**src/rtl/imem_dmem_arbiter_if.sv**
```systemverilog
// Request/response bundle between the IF/MEM stages, the arbiter and the unified RAM.
// master: pipeline stages plus RAM; slave: the arbiter.
interface imem_dmem_arbiter_if #(
   parameter int ADDR_W = 16,
   parameter int DATA_W = 16
);
   logic              if_req;
   logic [ADDR_W-1:0] if_addr;
   logic [DATA_W-1:0] if_rdata;
   logic              if_ack;
   logic              mem_req;
   logic              mem_we;
   logic [ADDR_W-1:0] mem_addr;
   logic [DATA_W-1:0] mem_wdata;
   logic [DATA_W-1:0] mem_rdata;
   logic              mem_ack;
   logic              ram_en;
   logic              ram_we;
   logic [ADDR_W-1:0] ram_addr;
   logic [DATA_W-1:0] ram_wdata;
   logic [DATA_W-1:0] ram_rdata;
   logic              stall_if;
   logic              stall_mem;

   modport master (
      output if_req, if_addr, mem_req, mem_we, mem_addr, mem_wdata, ram_rdata,
      input  if_rdata, if_ack, mem_rdata, mem_ack, ram_en, ram_we, ram_addr,
             ram_wdata, stall_if, stall_mem
   );

   modport slave (
      input  if_req, if_addr, mem_req, mem_we, mem_addr, mem_wdata, ram_rdata,
      output if_rdata, if_ack, mem_rdata, mem_ack, ram_en, ram_we, ram_addr,
             ram_wdata, stall_if, stall_mem
   );
endinterface

```
**src/rtl/imem_dmem_arbiter.sv**
```systemverilog
// Single-port RAM arbiter for the IF (fetch) and MEM (load/store) stages, one access in flight.
// ARB_PERF_CNT_EN adds saturating conflict and IF-stall counters.
module imem_dmem_arbiter #(
   parameter int ADDR_W      = 16,
   parameter int DATA_W      = 16,
   parameter int RAM_LAT     = 1,
   parameter int MAX_IF_WAIT = 3
) (
   input logic clk,
   input logic rst,
   imem_dmem_arbiter_if.slave bus
`ifdef ARB_PERF_CNT_EN
   ,
   output logic [15:0] perf_conflicts,
   output logic [15:0] perf_if_stall
`endif
);
   localparam int LW = $clog2(RAM_LAT + 1);
   localparam int WW = $clog2(MAX_IF_WAIT + 1);
   localparam logic [LW-1:0] LAT_INIT = LW'(RAM_LAT);
   localparam logic [WW-1:0] WAIT_MAX = WW'(MAX_IF_WAIT);

   typedef enum logic [1:0] {IDLE, ISSUE, WAIT, DONE} state_t;

   state_t            state;
   logic              grant_if;
   logic              cmd_we;
   logic [LW-1:0]     lat_cnt;
   logic [WW-1:0]     wait_cnt;
   logic              if_ack, mem_ack, ram_en, ram_we;
   logic [ADDR_W-1:0] ram_addr;
   logic [DATA_W-1:0] ram_wdata, if_rdata, mem_rdata;
   logic              mem_wins, stall_if;

   // MEM is the older instruction, but IF is forced through once it has lost enough times.
   assign mem_wins = bus.mem_req & ~(bus.if_req & (wait_cnt == WAIT_MAX));
   assign stall_if = bus.if_req & ~if_ack;

   always_ff @(posedge clk or posedge rst) begin
      if (rst) begin
         state     <= IDLE;
         grant_if  <= 1'b0;
         cmd_we    <= 1'b0;
         lat_cnt   <= '0;
         wait_cnt  <= '0;
         if_ack    <= 1'b0;
         mem_ack   <= 1'b0;
         ram_en    <= 1'b0;
         ram_we    <= 1'b0;
         ram_addr  <= '0;
         ram_wdata <= '0;
         if_rdata  <= '0;
         mem_rdata <= '0;
      end else begin
         if_ack  <= 1'b0;
         mem_ack <= 1'b0;
         ram_en  <= 1'b0;
         ram_we  <= 1'b0;
         case (state)
            IDLE: begin
               if (mem_wins) begin
                  grant_if  <= 1'b0;
                  cmd_we    <= bus.mem_we;
                  ram_addr  <= bus.mem_addr;
                  ram_wdata <= bus.mem_wdata;
                  ram_en    <= 1'b1;
                  ram_we    <= bus.mem_we;
                  state     <= ISSUE;
                  if (bus.if_req && wait_cnt != WAIT_MAX) wait_cnt <= wait_cnt + 1'b1;
               end else if (bus.if_req) begin
                  grant_if <= 1'b1;
                  cmd_we   <= 1'b0;
                  ram_addr <= bus.if_addr;
                  ram_en   <= 1'b1;
                  wait_cnt <= '0;
                  state    <= ISSUE;
               end
            end
            ISSUE: begin
               if (cmd_we) begin
                  mem_ack <= 1'b1;
                  state   <= DONE;
               end else begin
                  lat_cnt <= LAT_INIT;
                  state   <= WAIT;
               end
            end
            WAIT: begin
               if (lat_cnt == LW'(1)) begin
                  if (grant_if) begin
                     if_rdata <= bus.ram_rdata;
                     if_ack   <= 1'b1;
                  end else begin
                     mem_rdata <= bus.ram_rdata;
                     mem_ack   <= 1'b1;
                  end
                  state <= DONE;
               end else begin
                  lat_cnt <= lat_cnt - 1'b1;
               end
            end
            // No arbitration here so a requester dropping req after ack is never re-granted.
            DONE: state <= IDLE;
            default: state <= IDLE;
         endcase
         if (!bus.if_req) wait_cnt <= '0;
      end
   end

   assign bus.if_rdata  = if_rdata;
   assign bus.if_ack    = if_ack;
   assign bus.mem_rdata = mem_rdata;
   assign bus.mem_ack   = mem_ack;
   assign bus.ram_en    = ram_en;
   assign bus.ram_we    = ram_we;
   assign bus.ram_addr  = ram_addr;
   assign bus.ram_wdata = ram_wdata;
   assign bus.stall_if  = stall_if;
   assign bus.stall_mem = bus.mem_req & ~mem_ack;

`ifdef ARB_PERF_CNT_EN
   always_ff @(posedge clk or posedge rst) begin
      if (rst) begin
         perf_conflicts <= '0;
         perf_if_stall  <= '0;
      end else begin
         if (state == IDLE && bus.if_req && bus.mem_req && perf_conflicts != 16'hFFFF)
            perf_conflicts <= perf_conflicts + 16'd1;
         if (stall_if && perf_if_stall != 16'hFFFF)
            perf_if_stall <= perf_if_stall + 16'd1;
      end
   end
`endif
endmodule

```
**src/flat_wrapper.sv**
```systemverilog
// flat-port wrapper written by rule: the top's interface ports become plain ports
module imem_dmem_arbiter_flat 
#(
   parameter int ADDR_W      = 16,
   parameter int DATA_W      = 16,
   parameter int RAM_LAT     = 1,
   parameter int MAX_IF_WAIT = 3
)
  (clk, rst, bus_if_req, bus_if_addr, bus_mem_req, bus_mem_we, bus_mem_addr, bus_mem_wdata, bus_ram_rdata, bus_if_rdata, bus_if_ack, bus_mem_rdata, bus_mem_ack, bus_ram_en, bus_ram_we, bus_ram_addr, bus_ram_wdata, bus_stall_if, bus_stall_mem);
  imem_dmem_arbiter_if #(.ADDR_W(ADDR_W), .DATA_W(DATA_W)) bus_i ();
  input logic clk;
  input logic rst;
  input wire logic [$bits(bus_i.if_req)-1:0] bus_if_req;
  input wire logic [$bits(bus_i.if_addr)-1:0] bus_if_addr;
  input wire logic [$bits(bus_i.mem_req)-1:0] bus_mem_req;
  input wire logic [$bits(bus_i.mem_we)-1:0] bus_mem_we;
  input wire logic [$bits(bus_i.mem_addr)-1:0] bus_mem_addr;
  input wire logic [$bits(bus_i.mem_wdata)-1:0] bus_mem_wdata;
  input wire logic [$bits(bus_i.ram_rdata)-1:0] bus_ram_rdata;
  output wire logic [$bits(bus_i.if_rdata)-1:0] bus_if_rdata;
  output wire logic [$bits(bus_i.if_ack)-1:0] bus_if_ack;
  output wire logic [$bits(bus_i.mem_rdata)-1:0] bus_mem_rdata;
  output wire logic [$bits(bus_i.mem_ack)-1:0] bus_mem_ack;
  output wire logic [$bits(bus_i.ram_en)-1:0] bus_ram_en;
  output wire logic [$bits(bus_i.ram_we)-1:0] bus_ram_we;
  output wire logic [$bits(bus_i.ram_addr)-1:0] bus_ram_addr;
  output wire logic [$bits(bus_i.ram_wdata)-1:0] bus_ram_wdata;
  output wire logic [$bits(bus_i.stall_if)-1:0] bus_stall_if;
  output wire logic [$bits(bus_i.stall_mem)-1:0] bus_stall_mem;
  assign bus_i.if_req = bus_if_req;
  assign bus_i.if_addr = bus_if_addr;
  assign bus_i.mem_req = bus_mem_req;
  assign bus_i.mem_we = bus_mem_we;
  assign bus_i.mem_addr = bus_mem_addr;
  assign bus_i.mem_wdata = bus_mem_wdata;
  assign bus_i.ram_rdata = bus_ram_rdata;
  assign bus_if_rdata = bus_i.if_rdata;
  assign bus_if_ack = bus_i.if_ack;
  assign bus_mem_rdata = bus_i.mem_rdata;
  assign bus_mem_ack = bus_i.mem_ack;
  assign bus_ram_en = bus_i.ram_en;
  assign bus_ram_we = bus_i.ram_we;
  assign bus_ram_addr = bus_i.ram_addr;
  assign bus_ram_wdata = bus_i.ram_wdata;
  assign bus_stall_if = bus_i.stall_if;
  assign bus_stall_mem = bus_i.stall_mem;
  imem_dmem_arbiter #(.ADDR_W(ADDR_W), .DATA_W(DATA_W), .RAM_LAT(RAM_LAT), .MAX_IF_WAIT(MAX_IF_WAIT)) u_core (.clk(clk), .rst(rst), .bus(bus_i));
endmodule
```
**config.mk**
```make
export PLATFORM = sky130hd
export DESIGN_NAME = imem_dmem_arbiter_flat
export DESIGN_NICKNAME = d
export VERILOG_FILES = /design/src/rtl/imem_dmem_arbiter_if.sv /design/src/rtl/imem_dmem_arbiter.sv /design/src/flat_wrapper.sv
export SDC_FILE = /design/constraint.sdc
export NUM_CORES = 1
export LEC_CHECK = 0
export BUFFER_PORTS_ARGS = -buffer_cell sky130_fd_sc_hd__buf_2
export CORE_AREA = 2 2 89 91
export CTS_CLUSTER_SIZE = 10
export DETAILED_ROUTE_END_ITERATION = 7
export DIE_AREA = 0 0 91 93
export PLACE_DENSITY = 0.74
export SETUP_SLACK_MARGIN = 0.15
export SLEW_MARGIN = 20
export SYNTH_ARGS = -nofsm -noshare
export SYNTH_HDL_FRONTEND = slang
export SYNTH_SLANG_ARGS = --single-unit
```
**constraint.sdc**
```tcl
create_clock -name clk -period 2.25 [get_ports clk]
set_clock_uncertainty 0.05 [all_clocks]
set_input_delay 0.3375 -clock clk [delete_from_list [all_inputs] [get_ports clk]]
set_output_delay 0.3375 -clock clk [all_outputs]
set_load 0.02 [all_outputs]
```
# ---- Word-level counts from Yosys, hierarchy flattened
# Index checks and enable logic that the tools add are counted.
dict set report word_totals {
  output_inout_bits 70
  in_bits 69
  ff_bits 75
}
dict set report op_classes {
  n_eq_ne 10
  mux 30
  n_addsub 2
  n_bitwise 8
  n_reduce_logical 11
}
# op count
set ops {}
lappend ops {{16-bit two-way mux} 2}
lappend ops {{1-bit two-way mux} 18}
lappend ops {{2-bit two-way mux} 7}
lappend ops {{2-bit AND reduction} 5}
lappend ops {{2-bit one-hot mux with 4 select lines} 1}
lappend ops {{2-bit == test (second input constant)} 3}
lappend ops {{3-bit AND reduction} 2}
lappend ops {{1-bit AND} 4}
lappend ops {{2-bit by 1-bit != test with 1-bit output (second input constant)} 2}
lappend ops {{2-bit != test (second input constant)} 2}
lappend ops {{1-bit NOT} 4}
lappend ops {{1-bit one-hot mux with 2 select lines} 2}
lappend ops {{2-bit nonzero test} 2}
lappend ops {{3-bit by 2-bit != test with 1-bit output (second input constant)} 1}
lappend ops {{3-bit != test (second input constant)} 1}
lappend ops {{2-bit by 1-bit adder with 2-bit output (second input constant)} 1}
lappend ops {{2-bit by 1-bit == test with 1-bit output (second input constant)} 1}
lappend ops {{2-bit logical NOT} 1}
lappend ops {{1-bit logical AND} 1}
lappend ops {{1-bit subtractor (second input constant)} 1}

# ---- Longest topological paths before layout
# Gate-level depths: netlist of run 1.
dict set report logic_depth {
  word_depth 7
  mapped_depth 7
  ltp_nobuf 6
}

# ---- Worst setup path before layout of run 1
# Ideal clock, no wire load.
dict set report synth_path {
  kind {flip-flop to flip-flop}
  from {register u_core.state[0]}
  to {register u_core.mem_rdata[0] (netlist: u_core.bus.mem_rdata[0])}
  period_less_slack_ns 1.644
  path_slack_ns 0.606
  stages_incl_launch_ff 6
  arrival_time_ns 1.469
  required_time_ns 2.075
  path_cell_list {dfrtp_1 inv_1 ha_1 nand3b_1 buf_2 mux2_2}
}
dict set report synth_via {
  elab_chain_len 2
}
# element line
set synth_rtl {}
lappend synth_rtl {{from (decl)} imem_dmem_arbiter.sv:25} ;# state_t state;
lappend synth_rtl {{from (signal assigned)} imem_dmem_arbiter.sv:41} ;# state <= IDLE;
lappend synth_rtl {{from (signal assigned)} imem_dmem_arbiter.sv:68} ;# state <= ISSUE;
lappend synth_rtl {{from (signal assigned)} imem_dmem_arbiter.sv:76} ;# state <= ISSUE;
lappend synth_rtl {{2-bit == test} imem_dmem_arbiter.sv:59} ;# case (state)
lappend synth_rtl {{3-bit AND reduction (no line)} -}
lappend synth_rtl {{to (signal assigned)} imem_dmem_arbiter.sv:94} ;# mem_rdata <= bus.ram_rdata;
lappend synth_rtl {{to (decl)} imem_dmem_arbiter.sv:32} ;# logic [DATA_W-1:0] ram_wdata, if_rdata, mem_rdata;
# No other way between the ends.
# A chain may end at the register's enable or synchronous reset.

# ---- Worst setup path in the final report of run 1
dict set report layout_path {
  from {register u_core.state[0]}
  to {register u_core.grant_if}
}
dict set report layout_via {
  elab_chain_len 2
}
# element line
set layout_rtl {}
lappend layout_rtl {{2-bit logical NOT} imem_dmem_arbiter.sv:59}
lappend layout_rtl {{2-bit AND reduction (no line)} -}
lappend layout_rtl {{to (signal assigned)} imem_dmem_arbiter.sv:42} ;# grant_if <= 1'b0;
lappend layout_rtl {{to (signal assigned)} imem_dmem_arbiter.sv:62} ;# grant_if <= 1'b0;
lappend layout_rtl {{to (signal assigned)} imem_dmem_arbiter.sv:71} ;# grant_if <= 1'b1;
lappend layout_rtl {{to (decl)} imem_dmem_arbiter.sv:26} ;# logic grant_if;
# No other way between the ends.

==> summary.md, run 1 <==
| Metric | Value |
|---|---|
| Relative slew slack | 0.429 |
| Max-cap violations | 0 |
| Crit path kind | reg -> reg |
| Sequential power share | 0.363 |
| Outcome | finished clean |
| Slowest cell on crit path | dfrtp_1 |
| Fin Setup TNS | 0 ns |
| Starting density of the core | 0.405 |
| Sequential fraction of the synthesis area | 0.615 |
| Post-synth ARST share | 1.00 |
| Num CTS Buffers | 9 |
| Synth cell types | 28 |
| Via count | 2287 |
| Peak supply drop | 0.788 mV |
| Sw Share | 0.378 |
| Gp weighted congestion | 0.715 |
| PwrDens | 1560 mW/mm^2 |
| HP Class | in -> async |
| Routed Antenna Nets | 0 |
| Final setup viols | 0 |
| Worst slew pin tran | 0.855 ns |
| RSZ-0062 raised after global routing | no |
| Sw power | 0.00243 W |
| Largest net degree at the start of global routing | 40 |
| First-pass GRT wire length | 10.5 mm |
| Via/cell ratio | 4.69 |
| Tcrit/Tclk final | 0.805 |
| Worst Path Buf+Inv | 2 |
| Hold slack | 0.104 ns |
| WL/cell | 13.5 um |
| Layout cells sized above 1 | 0.549 |
| Die Width | 91 um |
| Final #Nets | 455 |
| Area grow syn2layout | 35.3% |
| Worst EP required | 2.42 ns |
| Die height | 93 um |
| # clock sinks | 75 |
| Commonest cells post-synth | dfrtp_1 (75), mux2_2 (42), a21oi_1 (33) |
| Synth top area share | 0.615 |
| Static Leak | 2.08 nW |
| Number of H-tree levels | 3 |
| CTS tree | yes |
| Top area cells in the synthesized netlist | dfrtp_1 (62%), mux2_2 (15%), a21oi_1 (5.4%) |
| Slew Viols, Final | 0 |
| Place WS | 0.444 ns |
| CP top delay family | compound AO/OA/AOI/OAI gates |
| Overall routed net length | 6.57 mm |
| Final HPWL DP | 4.86 mm |
| Critical path peak fanout | 18 |
| Part of the power in the clock network | 0.192 |
| Diodes inserted | 0 |
| Hold Vio Cnt, Final | 0 |
| Clk buf depth | 2 |
| Most frequent cell after synthesis | dfrtp_1 |
| Syn Inst Count | 234 |
| Worst-skew pair later-pin latency | 0.34 ns |
| Worst path arrival time | 1.98 ns |
| Synth Flop Type | dfrtp_1 |
| DRC marker count from the first detailed-route iteration | 66 |
| Post-route setup slack | 0.440 ns |
| Cell area after synthesis | 0.00305 sq mm |
| CP endpoint kind | flop |
| Final core utilization | 0.549 |
| Hold_buf cts | 0 |
| Avg Synthesized Cell Area | 13.0 sq um |
| Die area | 0.00846 sq mm |
| Worst path cell trace | inv_1 > ha_1 > o21ai_2 > inv_2 > o21a_1 |
| Yosys warning count | 0 |
| Initial antenna violation count | 0 |
| IO Port Bufs | 138 |
| Startpoint types | flop |
| Vias in the first global route | 2292 |
| Clock slew at reported path FFs | 0.08 ns |
| Part of the power in combinational logic | 0.445 |
| EDFF count, synth | 0 |
| Core box area | 0.00753 sq mm |
| Post-CTS resize count | 0 |
| IO Count | 139 |
| Internal power | 0.00401 W |
| Syn Nets | 308 |
| Yosys reg bits | 75 |
| Total track usage | 0.155 |
| Cell taking the most area after synthesis | dfrtp_1 |
| F_max | 0.552 GHz |
| Setup Fix Bufs, Post-CTS | 0 |
| Tmin final | 1.81 ns |
| Drt pass-1 iters | 4 |
| Root Buffer | clkbuf_8 |
| Total global routing overflow | 0 |
| Post-route DRC | 0 |
| # rows | 32 |
| Largest stage delay, worst path | 0.38 ns |
==> through the flow <==
stage	power, W	area (sq um)	cells
finish	0.00645	4130	488
global route	0.00685	4130	488
CTS	0.00653	4130	488
detailed placement	0.00527	3890	472
global placement	0.00517	3890	472
floorplan	0.00429	3060	234
==> metal layers <==
metal	up-vias	track usage	wire [um]
met1	1080	0.190	2800
met2	104	0.257	3080
met4	0	0.0480	79
li1	1092	-	-
met3	11	0.0572	613
met5	-	0	0
==> power by group through the flow <==
stage / Sequential, W / Combinational (W) / Clock [W]
finish: 0.00234 / 0.00287 / 0.00124
detailed placement: 0.00236 / 0.00291 / 0
CTS: 0.00234 / 0.00291 / 0.00128
global placement: 0.00234 / 0.00284 / 0
floorplan: 0.00311 / 0.00118 / 0
global route: 0.00242 / 0.00309 / 0.00133
==> kinds of logic after synthesis <==
| logic type | share of synthesized area |
|---|---|
| flip-flops | 0.615 |
| AND/OR/NAND/NOR | 0.0693 |
| AO/OA/AOI/OAI | 0.0849 |
| multiplexers | 0.189 |
| buffers and inverters | 0.0209 |
| adder cells (fa/ha/maj) | 0.0205 |
==> cell usage in the layout (no fill, tap or decap), types with 2 or more instances in the layout <==
cell	count
a21o_1	2
buf_2	138
nor2b_1	4
bufinv_16	3
clkinvlp_4	2
buf_4	5
nand2_1	20
dfrtp_1	75
clkbuf_1	2
mux2_2	42
ha_1	5
a21oi_1	33
clkbuf_8	10
inv_1	3
mux2_4	7
nor2_1	18
o21ai_0	2
==> state kept, by name (all words and copies together) (netlist names) <==
signal,flops
u_core.bus.if_ack,1
u_core.bus.if_rdata,16
u_core.bus.mem_ack,1
u_core.bus.mem_rdata,16
u_core.bus.ram_addr,16
u_core.bus.ram_en,1
u_core.bus.ram_wdata,16
u_core.bus.ram_we,1
u_core.cmd_we,1
u_core.grant_if,1
u_core.lat_cnt,1
u_core.state,2
u_core.wait_cnt,2
==> worst reg2reg max path, delay by kind of cell (launching register included) <==
kind                     cells  cell delay, ns
AO/OA/AOI/OAI                2            0.57
buffers and inverters        2            0.39
flip-flops                   1            0.38
adder cells (fa/ha/maj)      1            0.31
==> final timing paths <==
check                              startpoint  slack [ns]                      end  cells past startpoint
setup / recovery              u_core.state[0]        0.44          u_core.grant_if                      5
hold / removal                            rst        0.10  u_core.bus.ram_wdata[8]                      2
setup reg to reg              u_core.state[0]        0.44          u_core.grant_if                      5
hold reg to reg            u_core.wait_cnt[1]        0.44       u_core.wait_cnt[1]                      2
max in group asynchronous                 rst        1.39   u_core.bus.ram_addr[2]                      3
min in group clk              bus_if_addr[10]        0.17  u_core.bus.ram_addr[10]                      3
==> area by class of cell <==
cell class | instances | area (sq um)
clock inverters | 4 | 97.6
inverters | 5 | 22.5
repair buffers | 144 | 748
flip-flops and latches | 75 | 1880
fillers | 671 | 3400
multi-input cells | 146 | 1110
clock buffers | 12 | 145
well taps | 102 | 128
Power figures use the tool's default switching activity.
==> run 2: changes to the inputs <==
Settings changed: CORE_AREA 2 2 89 91 to 2 2 84 86, DIE_AREA 0 0 91 93 to 0 0 86 88, PLACE_DENSITY 0.74 to 0.79.
Clock period 2.25 ns to 1.8 ns, I/O delays scaled along.
==> summary.md, run 2 (synthesis gave the netlist of run 1 again) <==
| Metric | Value |
|---|---|
| Outcome | finished clean |
| Most frequent cells in the layout | buf_2 (138), dfrtp_1 (75), mux2_2 (42), a21oi_1 (33), nand2_1 (20) |
| Area grow syn2layout | 35.9% |
| Cell area after layout | 0.00415 sq mm (+0.45%) |
| Die area | 0.00757 sq mm (-11%) |
| Final HPWL DP | 4.87 mm (+0.34%) |
| Worst Path Buf+Inv | 1 (-1) |
| Post-DP Area | 0.00390 sq mm (+0.26%) |
| Launch point of the worst reg-to-reg path | u_core.state[0] |
| First-pass GRT wire length | 10.8 mm (+3.2%) |
| Filler cells | 536 (-20%) |
| CP endpoint kind | flop |
| Final setup viols | 0 (unchanged) |
| Worst path arrival time | 1.76 ns (-0.22 ns) |
| Initial antenna violation count | 0 (unchanged) |
| Overall routed net length | 6.59 mm (+0.24%) |
| Met1 Track Usage GR | 0.210 (+0.0195) |
| Core box area | 0.00664 sq mm (-12%) |
| Post-Layout Cell Count | 467 (-4.3%) |
| Tcrit/Tclk final | 0.882 (+0.0772) |
| Multi-input logic area | 0.00112 sq mm (+1.1%) |
| Largest net degree at the start of global routing | 33 (-18%) |
| Tmin final | 1.59 ns (-0.223 ns) |
| Slew Viols, Final | 0 (unchanged) |
| Critical path peak fanout | 4 (-14) |
| Startpoint types | flop |
| Met2 Use GR | 0.326 (+0.0695) |
| Via/cell ratio | 4.97 (+6.0%) |
| Hold Vio Cnt, Final | 0 (unchanged) |
| WL/cell | 14.1 um (+4.8%) |
| Total track usage | 0.183 (+0.0273) |
| Place WS | 0.138 ns (-0.307 ns) |
| Slowest cell on crit path | dfrtp_1 |
| Grt peak-use layer | met2 |
| Peak supply drop | 1.05 mV (+34%) |
| Post-route DRC | 0 (unchanged) |
| Number of H-tree levels | 3 (unchanged) |
| Worst-skew pair later-pin latency | 0.33 ns (about the same) |
| DRC marker count from the first detailed-route iteration | 80 (+21%) |
| Fin Setup TNS | 0 ns (unchanged) |
| Largest stage delay, worst path | 0.38 ns (about the same) |
| Setup Fix Bufs, Post-CTS | 0 (unchanged) |
| Die height | 88 um (-5.4%) |
| Total global routing overflow | 0 (unchanged) |
| Total power | 0.00803 W (+25%) |
| Worst path cell trace | inv_1 > ha_1 > nor2b_1 > a21oi_1 > mux2_2 |
| IO Port Bufs | 138 (unchanged) |
| RSZ-0062 raised after global routing | yes |
| R2R cell count | 5 (unchanged) |
| Gp weighted congestion | 0.815 (+14%) |
| F_max | 0.630 GHz (+14%) |
| Hold Path Origin | bus_if_addr[3] |
| Worst slew pin tran | 0.512 ns (-0.343 ns) |
| # clock sinks | 75 (unchanged) |
| Max-cap violations | 0 (unchanged) |
| Reg-to-reg critical path endpoint | u_core.state[1] |
| Worst R2R Setup Slack | 0.21 ns (-0.23 ns) |
| Relative slew slack | 0.658 (+0.229) |
| Reg area | 0.00188 sq mm (unchanged) |
| Routed Antenna Nets | 0 (unchanged) |
| IO Count | 139 (unchanged) |
| Static Leak | 2.09 nW (+0.62%) |
| Drt pass-1 iters | 4 (unchanged) |
| Worst EP required | 1.97 ns (-0.45 ns) |
| CTS tree | yes |
| Cell count after placement | 450 (-4.7%) |
| Starting density of the core | 0.459 (+0.0539) |
| Root Buffer | clkbuf_8 |
| Met3 usage | 0.0556 (-0.00160) |
| Most common cell after layout, fill and taps aside | buf_2 |
| HP Class | in -> reg |
| Crit path kind | reg -> reg |
| Via count | 2319 (+1.4%) |
| Num CTS Buffers | 9 (unchanged) |
| Final #Nets | 456 (+0.22%) |
| Hold-critical path depth | 3 |
| Clk buf depth | 2 (unchanged) |
| Hold worst-path end | u_core.bus.ram_addr[3] |
| PwrDens | 1940 mW/mm^2 (+24%) |
| Vias in the first global route | 2468 (+7.7%) |
| Layout cells sized above 1 | 0.556 (+0.00633) |
| Post-route setup slack | 0.213 ns (-0.227 ns) |
| Diodes inserted | 0 (unchanged) |
| # rows | 30 (-6.3%) |
| Die Width | 86 um (-5.5%) |
| CP top delay family | flip-flops |
| Clock slew at reported path FFs | 0.08 ns (about the same) |
==> run 2: cell types whose count changed in the layout (fill, tap and decap cells not counted), sizes merged <==
| cell | delta |
|---|---|
| clkinv | +2 |
| clkbuf | -2 |
| dlygate4sd3 | +1 |
| bufinv | -1 |
| clkinvlp | +1 |
==> run 2: metrics by stage <==
| stage | utilization | hold WS (ns) |
|---|---|---|
| after floorplan | - | 0.349 |
| after global placement | 0.586 | 0.286 |
| after detailed placement | 0.586 | 0.291 |
| after CTS | 0.622 | 0.0925 |
| after global routing | 0.624 | 0.0953 |
| final | 0.624 | 0.109 |
==> run 2: metal layers <==
metal / part of all wire / routed length (um) / vias to the layer above
li1: - / - / 1101
met1: 0.41 / 2710 / 1118
met2: 0.50 / 3290 / 95
met3: 0.084 / 553 / 5
met4: 0.0055 / 36 / 0
met5: 0 / 0 / -
==> run 2: worst register-to-register path, delay by kind of cell (launching register included) <==
family / cells / cell delay [ns]
flip-flops: 1 / 0.38
buffers and inverters: 1 / 0.12
AND/OR/NAND/NOR: 1 / 0.15
adder cells (fa/ha/maj): 1 / 0.24
AO/OA/AOI/OAI: 1 / 0.17
multiplexers: 1 / 0.36
==> run 2: final cells by class <==
| cell class | count | area share |
|---|---|---|
| Clock buffer | 10 | 0.0332 |
| Clock inverter | 6 | 0.0214 |
| Inverter | 5 | 0.00603 |
| Multi-Input combinational cell | 146 | 0.271 |
| Sequential cell | 75 | 0.452 |
| Tap cell | 80 | 0.0241 |
| Timing Repair Buffer | 145 | 0.192 |
==> run 2: how the worst max path moves through the flow <==
stage | end | start | slack (ns) | cells after the start
after global placement | u_core.bus.ram_wdata[10] | u_core.state[0] | 0.25 | 4
after CTS | u_core.bus.ram_addr[0] | u_core.state[0] | 0.16 | 6
after global routing | u_core.state[1] | u_core.state[0] | 0.14 | 5
after detailed placement | u_core.bus.ram_addr[15] | u_core.state[0] | 0.14 | 6
after floorplan | u_core.bus.mem_rdata[0] | u_core.state[0] | 0.16 | 5
final | u_core.state[1] | u_core.state[0] | 0.21 | 5
==> run 2: power by group <==
part | switching [W] | internal (W)
Sequential | 0.000410 | 0.00251
Combinational | 0.00207 | 0.00161
Clock | 0.000612 | 0.000818
Total | 0.00309 | 0.00494
==> run 2: repair_timing <==
item / CTS / global route
endpoints found under the setup margin: 7 / 32
pin swaps: 0 / 0
cloned: 0 / 0
hold buffers: 1 / 0
hold endpoints to repair: 19 / 0
resized for setup: 1 / 2
